===== src/rtl/aes_v2_sub_size_pkg.sv =====
// rtl/aes_v2_sub_size_pkg.sv - shared constants, step encodings and GF(2^8) helpers for the byte-serial S-box unit
package aes_v2_sub_size_pkg;

    localparam logic [7:0] AFFINE_CONST = 8'h63;
    // Low byte of the AES field polynomial x^8 + x^4 + x^3 + x + 1 (0x11b)
    localparam logic [7:0] FIELD_POLY   = 8'h1b;

    typedef enum logic [1:0] {
        S0 = 2'd0,
        S1 = 2'd1,
        S2 = 2'd2,
        S3 = 2'd3
    } step_e;

    function automatic logic [7:0] gf_mul(input logic [7:0] a, input logic [7:0] b);
        logic [7:0] acc;
        logic [7:0] aa;
        acc = 8'h00;
        aa  = a;
        for (int i = 0; i < 8; i++) begin
            if (b[i]) acc = acc ^ aa;
            aa = {aa[6:0], 1'b0} ^ (aa[7] ? FIELD_POLY : 8'h00);
        end
        return acc;
    endfunction

    // x^254 == x^-1 for x != 0, and 0 maps to 0 for free
    function automatic logic [7:0] gf_inv(input logic [7:0] x);
        logic [7:0] x2, x3, x6, x12, x15, x30, x60, x120, x240, x252;
        x2   = gf_mul(x, x);
        x3   = gf_mul(x2, x);
        x6   = gf_mul(x3, x3);
        x12  = gf_mul(x6, x6);
        x15  = gf_mul(x12, x3);
        x30  = gf_mul(x15, x15);
        x60  = gf_mul(x30, x30);
        x120 = gf_mul(x60, x60);
        x240 = gf_mul(x120, x120);
        x252 = gf_mul(x240, x12);
        return gf_mul(x252, x2);
    endfunction

    function automatic logic [7:0] rotl8(input logic [7:0] b, input int unsigned k);
        return (b << k) | (b >> (8 - k));
    endfunction

    // Linear part of the forward affine map (constant added separately)
    function automatic logic [7:0] affine_fwd(input logic [7:0] b);
        return b ^ rotl8(b, 1) ^ rotl8(b, 2) ^ rotl8(b, 3) ^ rotl8(b, 4);
    endfunction

    // Inverse of the linear part above
    function automatic logic [7:0] affine_inv(input logic [7:0] b);
        return rotl8(b, 1) ^ rotl8(b, 3) ^ rotl8(b, 6);
    endfunction

endpackage


===== src/rtl/aes_v2_sbox_core.sv =====
// rtl/aes_v2_sbox_core.sv - combinational AES S-box / inverse S-box sharing one field inverter
// Ports: din (byte in), enc (1 = S, 0 = S^-1), dout (byte out)
module aes_v2_sbox_core
    import aes_v2_sub_size_pkg::*;
(
    input  logic [7:0] din,
    input  logic       enc,
    output logic [7:0] dout
);

    logic [7:0] inv_in;
    logic [7:0] inv_out;

    always_comb begin
        // Decrypt undoes the affine step before inversion; encrypt applies it after
        inv_in  = enc ? din : affine_inv(din ^ AFFINE_CONST);
        inv_out = gf_inv(inv_in);
        dout    = enc ? (affine_fwd(inv_out) ^ AFFINE_CONST) : inv_out;
    end

endmodule


===== src/rtl/aes_v2_sub_size.sv =====
// rtl/aes_v2_sub_size.sv - byte-serial 4-byte SubBytes/InvSubBytes unit, one S-box evaluation per cycle
// Ports: g_clk, g_resetn (sync active-low), valid/ready handshake, rs1 (bytes 0,1), rs2 (bytes 2,3), enc, rd (result)
module aes_v2_sub_size
    import aes_v2_sub_size_pkg::*;
(
    input  logic        g_clk,
    input  logic        g_resetn,
    input  logic        valid,
    input  logic [31:0] rs1,
    input  logic [31:0] rs2,
    input  logic        enc,
    output logic        ready,
    output logic [31:0] rd
);

    step_e      step_q;
    step_e      step_d;
    logic [7:0] b0_q, b1_q, b2_q;
    logic [7:0] step_in;
    logic [7:0] step_out;
    logic       unused_hi_bytes;

    assign unused_hi_bytes = ^{rs1[31:16], rs2[15:0]};

    always_comb begin
        step_in = rs1[7:0];
        case (step_q)
            S0: step_in = rs1[7:0];
            S1: step_in = rs1[15:8];
            S2: step_in = rs2[23:16];
            S3: step_in = rs2[31:24];
            default: step_in = rs1[7:0];
        endcase
    end

    aes_v2_sbox_core u_sbox_core (
        .din  (step_in),
        .enc  (enc),
        .dout (step_out)
    );

    always_ff @(posedge g_clk) begin
        if (!g_resetn) step_q <= S0;
        else           step_q <= step_d;
    end

    // Any cycle without valid sends the counter home, which covers both idle hold and abort
    always_comb begin
        step_d = S0;
        ready  = 1'b0;
        if (valid) begin
            if (step_q == S3) begin
                ready  = 1'b1;
                step_d = S0;
            end else begin
                step_d = step_e'(step_q + 2'd1);
            end
        end
    end

    always_ff @(posedge g_clk) begin
        if (!g_resetn) begin
            b0_q <= 8'h00;
            b1_q <= 8'h00;
            b2_q <= 8'h00;
        end else if (valid) begin
            if (step_q == S0) b0_q <= step_out;
            if (step_q == S1) b1_q <= step_out;
            if (step_q == S2) b2_q <= step_out;
        end
    end

    // Byte 3 comes straight from the S-box in the completing cycle
    assign rd = {step_out, b2_q, b1_q, b0_q};

endmodule


===== config.mk =====
export PLATFORM = sky130hd
export DESIGN_NAME = aes_v2_sub_size
export DESIGN_NICKNAME = d
export VERILOG_FILES = /design/src/rtl/aes_v2_sub_size_pkg.sv /design/src/rtl/aes_v2_sbox_core.sv /design/src/rtl/aes_v2_sub_size.sv
export SDC_FILE = /design/constraint.sdc
export NUM_CORES = 1
export LEC_CHECK = 0
export CORE_MARGIN = 4
export CORE_UTILIZATION = 32
export DETAILED_ROUTE_END_ITERATION = 6
export PLACE_DENSITY = 0.58
export SLEW_MARGIN = 10
export SYNTH_ARGS = -nofsm -noshare
export SYNTH_HDL_FRONTEND = slang
export SYNTH_SLANG_ARGS = --single-unit

===== constraint.sdc =====
create_clock -name g_clk -period 39.9 [get_ports g_clk]
set_input_delay 5.985 -clock g_clk [delete_from_list [all_inputs] [get_ports g_clk]]
set_output_delay 5.985 -clock g_clk [all_outputs]
set_load 0.02 [all_outputs]

# Yosys cells after proc, flatten, opt, wreduce, memory -nomap -nowiden
# Index checks and enable logic that the tools add are counted.
[op_classes]
eq_ne = 3
bitwise_logic = 171
n_addsub = 1
n_mux = 170
reduce_logical = 5
[ops]
columns = ["operator", "n"]
rows = [
  ["$xor 8x8->8", 160],
  ["$mux 8", 90],
  ["$mux 5", 77],
  ["$pmux 8 s4", 1],
  ["$or 8x1->8", 2],
  ["$or 8x3->8", 2],
  ["$not 4->4", 2],
  ["$or 8x2->8", 1],
  ["$or 8x4->8", 1],
  ["$or 8x6->8", 1],
  ["$reduce_and 2->1", 3],
  ["$eq 2x2->1 const B", 2],
  ["$reduce_or 3->1", 1],
  ["$add 2x1->2 const B", 1],
  ["$eq 2x1->1 const B", 1],
  ["$logic_not 2->1", 1],
  ["$mux 1", 2],
  ["$not 1->1", 2],
]
[word_totals]
wordCells = 354
inputBits = 68
register_bits = 26

# Depth between registers and ports, before layout
# Gate-level depths: netlist (run 1).
[depth]
depth_word = 190
depth_mapped = 89
ltp_nobuf = 76

# Cells and area by module
# Synthesis (run 1) repeated with hierarchy kept, for this count alone.
[hier_totals]
cells_unflattened = 1669
area_unflattened_um2 = 13401.6
[modules_own_cells]
columns = ["module", "seq_area_each_um2", "area_each_um2", "cells_each", "n_inst"]
rows = [
  ["aes_v2_sbox_core", 0.0, 11999.0, 1519, 1],
  ["aes_v2_sub_size", 520.5, 1402.6, 150, 1],
]

# Worst setup path before layout (run 1)
# OpenSTA, ideal clock, no wires.
[synth_path]
path_type = "input to output"
from = "in rs2[28]"
to = "out rd[27]"
arrival_ps = 25518
t_required_ps = 33915
path_slack_ps = 8397
path_buffers = 11
stages = 78
cell_sequence = "nand2_1 -> a32oi_4 -> xnor3_1 -> o21a_1 -> inv_2 -> clkbuf_1 -> clkbuf_1 -> ha_1 -> clkbuf_1 -> xnor2_1 -> xnor2_1 -> or3_1 -> mux2i_1 -> a32oi_1 -> xor3_2 -> xnor3_1 -> a221oi_1 -> xnor3_1 -> [... 42 more ...] -> nand2b_1 -> xor2_1 -> clkinv_1 -> xnor3_1 -> nor2_1 -> xnor2_1 -> xnor2_1 -> xnor3_1 -> xnor3_1 -> buf_6 -> xor2_1 -> and2_1 -> a222oi_1 -> xnor3_2 -> xor2_2 -> xnor3_1 -> nor2_1 -> xor2_1"
[synth_via]
elab_chain_cells = 180
word_cells_on_any_way = 334
cone_classes = "mux (167); bitwise (167)"
[synth_rtl]
columns = ["element", "line_no", "rtl"]
rows = [
  ["start: declaration", "aes_v2_sub_size.sv:10", "input logic [31:0] rs2,"],
  ["$pmux 8 s4 (*)", "aes_v2_sub_size.sv:27", "case (step_q)"],
  ["$or 8x3->8 / $or 8x1->8 (equally long branches)", "aes_v2_sub_size_pkg.sv:44", "return (b << k) | (b >> (8 - k));"],
  ["$xor 8x8->8 (2 in a row)", "aes_v2_sub_size_pkg.sv:54", "return rotl8(b, 1) ^ rotl8(b, 3) ^ rotl8(b, 6);"],
  ["$mux 8 (*)", "aes_v2_sbox_core.sv:16", "inv_in = enc ? din : affine_inv(din ^ AFFINE_CONST);"],
  ["$mux 5, or another cell as far along", "aes_v2_sub_size_pkg.sv:22", "aa = {aa[6:0], 1'b0} ^ (aa[7] ? FIELD_POLY : 8'h00);"],
  ["$xor 8x8->8 (on tied branches)", "aes_v2_sub_size_pkg.sv:22, aes_v2_sub_size_pkg.sv:21", ""],
  ["$xor 8x8->8 / $mux 8 (equally long branches)", "aes_v2_sub_size_pkg.sv:21", "if (b[i]) acc = acc ^ aa;"],
  ["$mux 8 / $xor 8x8->8 (equally long branches)", "aes_v2_sub_size_pkg.sv:21", ""],
  ["[... 160 more ...]", "-", ""],
  ["$mux 8", "aes_v2_sub_size_pkg.sv:21", ""],
  ["$xor 8x8->8", "aes_v2_sub_size_pkg.sv:21", ""],
  ["$mux 8", "aes_v2_sub_size_pkg.sv:21", ""],
  ["$xor 8x8->8", "aes_v2_sub_size_pkg.sv:21", ""],
  ["$mux 8 (*)", "aes_v2_sub_size_pkg.sv:21", ""],
  ["$or 8x1->8", "aes_v2_sub_size_pkg.sv:44", ""],
  ["$xor 8x8->8 (4 in a row)", "aes_v2_sub_size_pkg.sv:49", "return b ^ rotl8(b, 1) ^ rotl8(b, 2) ^ rotl8(b, 3) ^ rotl8(b, 4);"],
  ["$mux 8 (*)", "aes_v2_sbox_core.sv:18", "dout = enc ? (affine_fwd(inv_out) ^ AFFINE_CONST) : inv_out;"],
  ["end: declaration", "aes_v2_sub_size.sv:13", "output logic [31:0] rd"],
]
# Every way passes the cells marked *; elsewhere a longest branch is shown, timed or not.

# Final worst setup path (run 1)
[layout_path]
from = "in rs2[26]"
to = "out rd[30]"
[layout_via]
elab_chain_cells = 181
word_cells_on_any_way = 333
cone_classes = "mux (165); bitwise (168)"
[layout_rtl]
columns = ["element", "line_no"]
rows = [
  ["$pmux 8 s4 (*)", "aes_v2_sub_size.sv:27"],
  ["$or 8x3->8", "aes_v2_sub_size_pkg.sv:44"],
  ["$xor 8x8->8 (2 in a row)", "aes_v2_sub_size_pkg.sv:54"],
  ["$mux 8 (*)", "aes_v2_sbox_core.sv:16"],
  ["$xor 8x8->8", "aes_v2_sub_size_pkg.sv:22"],
  ["$xor 8x8->8", "aes_v2_sub_size_pkg.sv:21"],
  ["$mux 8", "aes_v2_sub_size_pkg.sv:21"],
  ["$xor 8x8->8", "aes_v2_sub_size_pkg.sv:21"],
  ["[... 161 more ...]", "-"],
  ["$xor 8x8->8", "aes_v2_sub_size_pkg.sv:21"],
  ["$mux 8", "aes_v2_sub_size_pkg.sv:21"],
  ["$xor 8x8->8", "aes_v2_sub_size_pkg.sv:21"],
  ["$mux 8 (*)", "aes_v2_sub_size_pkg.sv:21"],
  ["$or 8x1->8", "aes_v2_sub_size_pkg.sv:44"],
  ["$xor 8x8->8 (4 in a row)", "aes_v2_sub_size_pkg.sv:49"],
  ["$not 4->4 (no line)", "-"],
  ["$mux 8 (*)", "aes_v2_sbox_core.sv:18"],
]
# Marks and branches as above.

==> results of run 1 <==
[logic make-up after synthesis]
family | Yosys count | synth area share, %
AOI/OAI and AO/OA | 327 | 17.2
xor gates and xnor gates | 529 | 47.8
adders and majority gates | 14 | 1.21
buffers and inverters | 163 | 5.16
DFF | 26 | 3.71
muxes | 61 | 4.51
and+or+nand+nor | 627 | 20.4
[per-layer routing]
metal	GRT usage (%)	routed length, µm
met3	0.712	1460
met1	21.4	17700
met4	2.59	521
met2	28.4	18900
met5	0	0
[metrics by stage]
step / setup WS (ns) / utilization, % / cells
global placement: 3.68 / 35.2 / 2322
finish: 3.25 / 35.5 / 2326
CTS: 3.27 / 35.5 / 2326
global route: 1.47 / 35.5 / 2326
floorplan: 8.40 / - / 1747
detailed placement: 3.41 / 35.2 / 2322
[worst paths after layout]
kind	slack [ns]	to	cells after the start	from
worst max-delay path	3.25	rd[30]	69	rs2[26]
worst min register to register	0.46	b2_q[2]	2	b2_q[2]
worst max register to register	14.80	b1_q[6]	71	step_q[0]
worst min-delay path	0.46	b2_q[2]	2	b2_q[2]
[synthesized netlist by cell type, types with 14 or more instances]
cell type	instances	area share, %
xnor2_2	27	3.1
mux2i_1	53	3.8
nor2b_1	18	0.80
and2_1	26	1.2
xor2_1	77	4.8
nor2_1	202	5.4
o211ai_1	15	0.80
inv_1	28	0.75
nand3_1	80	2.9
xnor3_1	105	17
xnor2_1	289	18
o21ai_1	14	0.50
buf_2	44	1.6
o22ai_1	16	0.71
dfxtp_1	26	3.7
clkbuf_1	62	1.7
or3_1	17	0.76
nand2_1	177	4.7
nor3_1	37	1.3
o21ai_0	49	1.7
a21oi_1	68	2.4
a21boi_1	23	1.2
[worst register-to-register path: cells and delay by family (launching register included)]
family | cells | cell delay (ns)
xor+xnor | 31 | 13.20
compound gates | 16 | 4.27
fa+ha+maj | 7 | 3.44
buf+inv | 8 | 2.30
simple gates | 8 | 1.18
flops | 1 | 0.34
mux | 1 | 0.25
[flip-flops by register name (all words and copies together), names as in the netlist]
register and flops:
b0_q 8, b1_q 8, b2_q 8, step_q 2
[layout make-up]
| cell class | count | area, µm² |
|---|---|---|
| Clock buffer | 3 | 75.1 |
| Clock inverter | 1 | 30.0 |
| Fill cell | 4541 | 27900 |
| Inverter | 39 | 146 |
| Multi-Input combinational cell | 1558 | 12800 |
| Sequential cell | 26 | 520 |
| Tap cell | 585 | 732 |
| Timing Repair Buffer | 114 | 1030 |
==> impl_metrics.tcl, run 1 <==
set metrics [dict create \
    ys_seq_elements 26 \
    yosysWarnings 0 \
    endpoint_kind "output port" \
    grt_pass1_wl_um 63600 \
    root_buffer "clkbuf_16" \
    start_util_pct 32.5 \
    max_slew_margin_pct 25.3 \
    htreeDepth 1 \
    synth-edff-count 0 \
    cp.arrival_ns 30.67 \
    cts_tree "yes" \
    rsz0062_at_grt "no" \
    antenna_found_initial 0 \
    die_x_um 217 \
    clk_latency_ns 0.26 \
    gr-total-overflow 0 \
    clock_skew_ns 0.00791 \
    ios 101 \
    vias 12300 \
    fin_tns_setup_ns 0 \
    grt_max_degree 46 \
    fp.dieH_um 217 \
    grt_usage_pct 15.8 \
    slowest_stage "xnor2_1" \
    synthToLayoutAreaGrowth_pct 9.28 \
    dp_hpwl_um 28300 \
    crit_family "XOR/XNOR gates" \
    syn_area_um2 14000 \
    slowest_delay_ns 0.88 \
    finalCritPeriodShare_pct 91.9 \
    hold_viol_final 0 \
    synth_flop_cell "dfxtp_1" \
    clk_path_buf_depth 2 \
    layout_common_cells "288 x xnor2_1, 202 x nor2_1, 177 x nand2_1, 105 x xnor3_1, 80 x nand3_1" \
    critical_path_class "in2out" \
    final_max_slew_viol_count 0 \
    postSynth.asyncResetShare_pct 0 \
    seq_area_frac_synth_pct 3.71 \
    cap_violations 0 \
    cts_buffers 3 \
    worstPathMaxFanout 26 \
    mostFrequentLayoutCell "xnor2_1" \
    critPathRequiredTime_ns 33.91 \
    wl_um 38600 \
    syn_area_per_cell_um2 8.02 \
    fin_crit_ns 36.65 \
    worstSetupStartpointType "input port" \
    holdBufCountCts 0 \
    diodes 0 \
    drt_first_pass_iters 5 \
    drc_errors 0 \
    hold_path_class "reg2reg" \
    crit_buf_inv 9 \
    hold-worst-slack_ns 0.459 \
    status "complete, no violations" \
    portBuffers 68 \
    worstMarginPinSlew_ns 1.12 \
    row_count 76 \
    cts_resized 0 \
    drive_gt1_share_pct 9.08 \
    synth_nets 1827 \
    cts.clk_slew.worst_paths_ns 0.07 \
    die_area_um2 47200 \
    cp_common_cell "xnor3_1" \
    clkSinkCount 26 \
    fin_nets 1822 \
    wire_per_inst_um 16.6 \
    place_area_um2 15200 \
    syn-instance-count 1747 \
    core_area_um2 43200 \
    detail_route.iter0.violations 915 \
    ant_nets 0 \
    stdcell_area_um2 15300 \
    fmax_mhz 27.3 \
    first_global_vias 12000 \
    ys_types 102 \
    setup_viol 0 \
    vias_per_cell 5.29 \
    postCtsSetupBuffers 0 \
    place_congestion 0.838 \
]
Power of run 1 is left out: the tool's default activity adds up to more than one toggle a clock period on the data nets, which glitch-free logic cannot reach.
==> run 2: changes to the inputs <==
--- a/config.mk
+++ b/config.mk
@@ -7,7 +7,7 @@
 export LEC_CHECK = 0
 export CORE_MARGIN = 4
-export CORE_UTILIZATION = 32
+export CORE_UTILIZATION = 50
 export DETAILED_ROUTE_END_ITERATION = 6
-export PLACE_DENSITY = 0.58
+export PLACE_DENSITY = 0.79
 export SLEW_MARGIN = 10
 export SYNTH_ARGS = -nofsm -noshare
==> constraint.sdc (replaced) <==
create_clock -name g_clk -period 39.9 [get_ports g_clk]
set_input_delay 5.985 -clock g_clk [delete_from_list [all_inputs] [get_ports g_clk]]
set_output_delay 5.985 -clock g_clk [all_outputs]
set_load 0.005 [all_outputs]
==> impl_metrics.tcl, run 2 (synthesis gave the netlist of run 1 again) <==
set metrics [dict create \
    start_util_pct 50.6 \
    postCtsSetupBuffers 0 \
    critPathRequiredTime_ns 33.91 \
    worstMarginPinSlew_ns 1.13 \
    grt_pass1_wl_um 59500 \
    clk_latency_ns 0.26 \
    cp_common_cell "xnor3_1" \
    fin_tns_setup_ns 0 \
    cts.clk_slew.worst_paths_ns 0.07 \
    root_buffer "clkbuf_16" \
    clk_path_buf_depth 2 \
    core_area_um2 27700 \
    worstSetupStartpointType "input port" \
    first_global_vias 12300 \
    worstPathMaxFanout 22 \
    setup_viol 0 \
    cts_tree "yes" \
    wire_per_inst_um 16.9 \
    vias_per_cell 5.93 \
    rsz0062_at_grt "no" \
    critical_path_class "in2out" \
    finalCritPeriodShare_pct 93.1 \
    gr-total-overflow 0 \
    ios 101 \
    ant_nets 0 \
    endpoint_kind "output port" \
    fin_nets 1816 \
    fin_crit_ns 37.15 \
    drc_errors 0 \
    cts_resized 0 \
    fmax_mhz 26.9 \
    row_count 61 \
    portBuffers 68 \
    clkSinkCount 26 \
    place_area_um2 14900 \
    htreeDepth 1 \
    cap_violations 0 \
    cp.arrival_ns 31.17 \
    place_congestion 0.928 \
    fill_cells 2471 \
    layout_common_cells "288 x xnor2_1, 202 x nor2_1, 177 x nand2_1, 105 x xnor3_1, 80 x nand3_1" \
    detail_route.iter0.violations 1050 \
    die_x_um 175 \
    grt_max_degree 46 \
    synthToLayoutAreaGrowth_pct 7.11 \
    grt_usage_pct 22.3 \
    die_area_um2 30800 \
    stdcell_area_um2 15000 \
    regArea_um2 520 \
    fp.dieH_um 175 \
    dp_hpwl_um 26000 \
    slowest_delay_ns 0.81 \
    clock_skew_ns 0.00439 \
    hold_path_class "reg2reg" \
    holdBufCountCts 0 \
    slowest_stage "xor2_1" \
    antenna_found_initial 0 \
    hold_viol_final 0 \
    final_max_slew_viol_count 0 \
    cts_buffers 3 \
    mostFrequentLayoutCell "xnor2_1" \
    wl_um 35700 \
    diodes 0 \
    reg.largest.list "b0_q: 8 flops, b1_q: 8 flops, b2_q: 8 flops" \
    drive_gt1_share_pct 8.76 \
    multi_input_area_um2 12800 \
    status "complete, no violations" \
    max_slew_margin_pct 24.4 \
    vias 12500 \
    drt_first_pass_iters 5 \
]
## run 2: changes by cell type in the layout (fill, tap and decap cells not counted)
cell | previous run | this run
buf_4 | 46 | 40
## run 2: metrics by stage
step	instances	setup slack [ns]	utilization, %	hold slack (ns)
finish	2113	2.75	54.2	0.456
global route	2113	1.23	54.2	0.476
CTS	2113	2.96	54.2	0.458
detailed placement	2109	3.14	53.8	0.448
global placement	2109	3.62	53.8	0.441
floorplan	1747	8.53	-	0.451
## run 2: final timing paths
path | startpoint | endpoint | depth (start not counted) | slack, ns
worst max-delay path | rs2[17] | rd[27] | 72 | 2.75
worst min-delay path | b1_q[4] | b1_q[4] | 2 | 0.46
worst min register to register | b1_q[4] | b1_q[4] | 2 | 0.46
worst max register to register | step_q[0] | b0_q[3] | 74 | 14.17
## run 2: layout make-up
class                           instances  area share [%]
Tap cell                              378            3.15
Clock buffer                            3           0.500
Inverter                               39           0.975
Multi-Input combinational cell       1558            85.2
Timing Repair Buffer                  108            6.53
Sequential cell                        26            3.47
Clock inverter                          1           0.200
## run 2: worst max-delay path, delay by kind of cell
kind / cells / cell delay, ns
AOI/OAI and AO/OA: 12 / 3.75
xor gates and xnor gates: 33 / 12.76
adders and majority gates: 7 / 3.38
buffers and inverters: 10 / 3.80
muxes: 2 / 0.37
and+or+nand+nor: 8 / 1.07
## run 2: metal layers
metal	global-route usage, %	up-vias	part of all wire, %
li1	-	6022	-
met2	40.0	513	49
met5	0	-	0
met4	4.74	0	1.5
met3	2.13	60	7.4
met1	29.3	5944	42
Power of run 2 is left out for the same reason.
==> run 3: changes to the inputs <==
Settings changed: CORE_MARGIN 4 to 2, CORE_UTILIZATION 50 to 31, DONT_BUFFER_PORTS from default to 1, PLACE_DENSITY 0.79 to 0.54.
==> impl_metrics.tcl, run 3 (synthesis gave the netlist of run 1 again) <==
set metrics [dict create \
    mostFrequentLayoutCell "xnor2_1" \
    htreeDepth 1 \
    clk_latency_ns 0.26 \
    final_max_slew_viol_count 0 \
    setup_viol 0 \
    fin_nets 1745 \
    finalWorstSetupSlack_ns 3.90 \
    worstPathMaxFanout 26 \
    ios 101 \
    slowest_delay_ns 0.88 \
    grt_pass1_wl_um 62800 \
    instances_no_fill 2256 \
    cp.arrival_ns 30.01 \
    drive_gt1_share_pct 8.95 \
    vias 12200 \
    postCtsSetupBuffers 0 \
    clkSinkCount 26 \
    place_congestion 0.858 \
    root_buffer "clkbuf_16" \
    layout_common_cells "288 x xnor2_1, 202 x nor2_1, 177 x nand2_1, 105 x xnor3_1, 80 x nand3_1" \
    reg.largest.list "b0_q: 8 flops, b1_q: 8 flops, b2_q: 8 flops" \
    grt_max_degree 46 \
    cp_common_cell "xnor3_1" \
    cap_violations 0 \
    cts_resized 0 \
    rsz0062_at_grt "no" \
    ant_nets 0 \
    fin_util_pct 32.8 \
    diodes 0 \
    cts.clk_slew.worst_paths_ns 0.06 \
    fin_crit_ns 36.00 \
    cts_tree "yes" \
    critPathRequiredTime_ns 33.91 \
    status "complete, no violations" \
    wl_um 39400 \
    dp_hpwl_um 28400 \
    fin_tns_setup_ns 0 \
    worstMarginPinSlew_ns 1.14 \
    drt_first_pass_iters 5 \
    fmax_mhz 27.8 \
    row_count 77 \
    cts_buffers 3 \
    die_x_um 217 \
    dp.cells 2252 \
    core_area_um2 44400 \
    start_util_pct 31.6 \
    worstSetupStartpointType "input port" \
    slowest_stage "o21ai_1" \
    hold_path_class "reg2reg" \
    fp.dieH_um 217 \
    synthToLayoutAreaGrowth_pct 4.01 \
    endpoint_kind "output port" \
    drc_errors 0 \
    finalCritPeriodShare_pct 90.2 \
    vias_per_cell 5.39 \
    fill_cells 4671 \
    pre_cts_slack_ns 4.01 \
    max_slew_margin_pct 23.5 \
    first_global_vias 11300 \
    die_area_um2 46900 \
    grt_usage_pct 16.1 \
    critical_path_class "in2out" \
    holdBufCountCts 0 \
    wire_per_inst_um 17.5 \
    portBuffers 0 \
    antenna_found_initial 0 \
    detail_route.iter0.violations 937 \
    hold_viol_final 0 \
    clk_path_buf_depth 2 \
    gr-total-overflow 0 \
    clock_skew_ns 0.00540 \
]
## run 3: changes by cell type in the layout (fill, tap and decap cells not counted)
| cell | delta |
|---|---|
| clkdlybuf4s50_1 | -68 |
| buf_4 | -3 |
## run 3: worst paths after layout
check | to | cells past startpoint | startpoint | slack, ns
worst min-delay path | b1_q[6] | 2 | b1_q[6] | 0.48
worst max register to register | b2_q[6] | 73 | step_q[0] | 14.36
worst min register to register | b1_q[6] | 2 | b1_q[6] | 0.48
worst max-delay path | rd[30] | 69 | rs2[26] | 3.90
## run 3: critical path, delay by kind of cell
kind	cells	cell delay [ns]
compound gates	8	2.49
fa+ha+maj	7	3.28
xor+xnor	35	13.44
mux	2	0.41
simple gates	7	0.94
buf+inv	10	3.39
## run 3: metrics by stage
step	hold WS (ns)	cell area (µm²)
finish	0.482	14600
global route	0.503	14600
CTS	0.482	14600
detailed placement	0.472	14500
global placement	0.469	14500
floorplan	0.451	14000
## run 3: layer usage
| layer | global-route usage, % | up-vias | wire length [µm] |
|---|---|---|---|
| met1 | 23.3 | 5892 | 18700 |
| met3 | 0.589 | 29 | 1760 |
| li1 | - | 5897 | - |
| met4 | 2.63 | 0 | 543 |
| met5 | 0 | - | 0 |
| met2 | 27.1 | 332 | 18400 |
## run 3: area by class of cell
| class | count | area (µm²) | area share [%] |
|---|---|---|---|
| clock buffer | 3 | 75.1 | 0.515 |
| tap | 592 | 741 | 5.08 |
| sequential | 26 | 520 | 3.57 |
| multi-input combinational | 1558 | 12800 | 87.7 |
| inverter | 39 | 146 | 1.00 |
| clock inverter | 1 | 30.0 | 0.206 |
| timing repair buffer | 37 | 278 | 1.91 |
Power of run 3 is left out for the same reason.
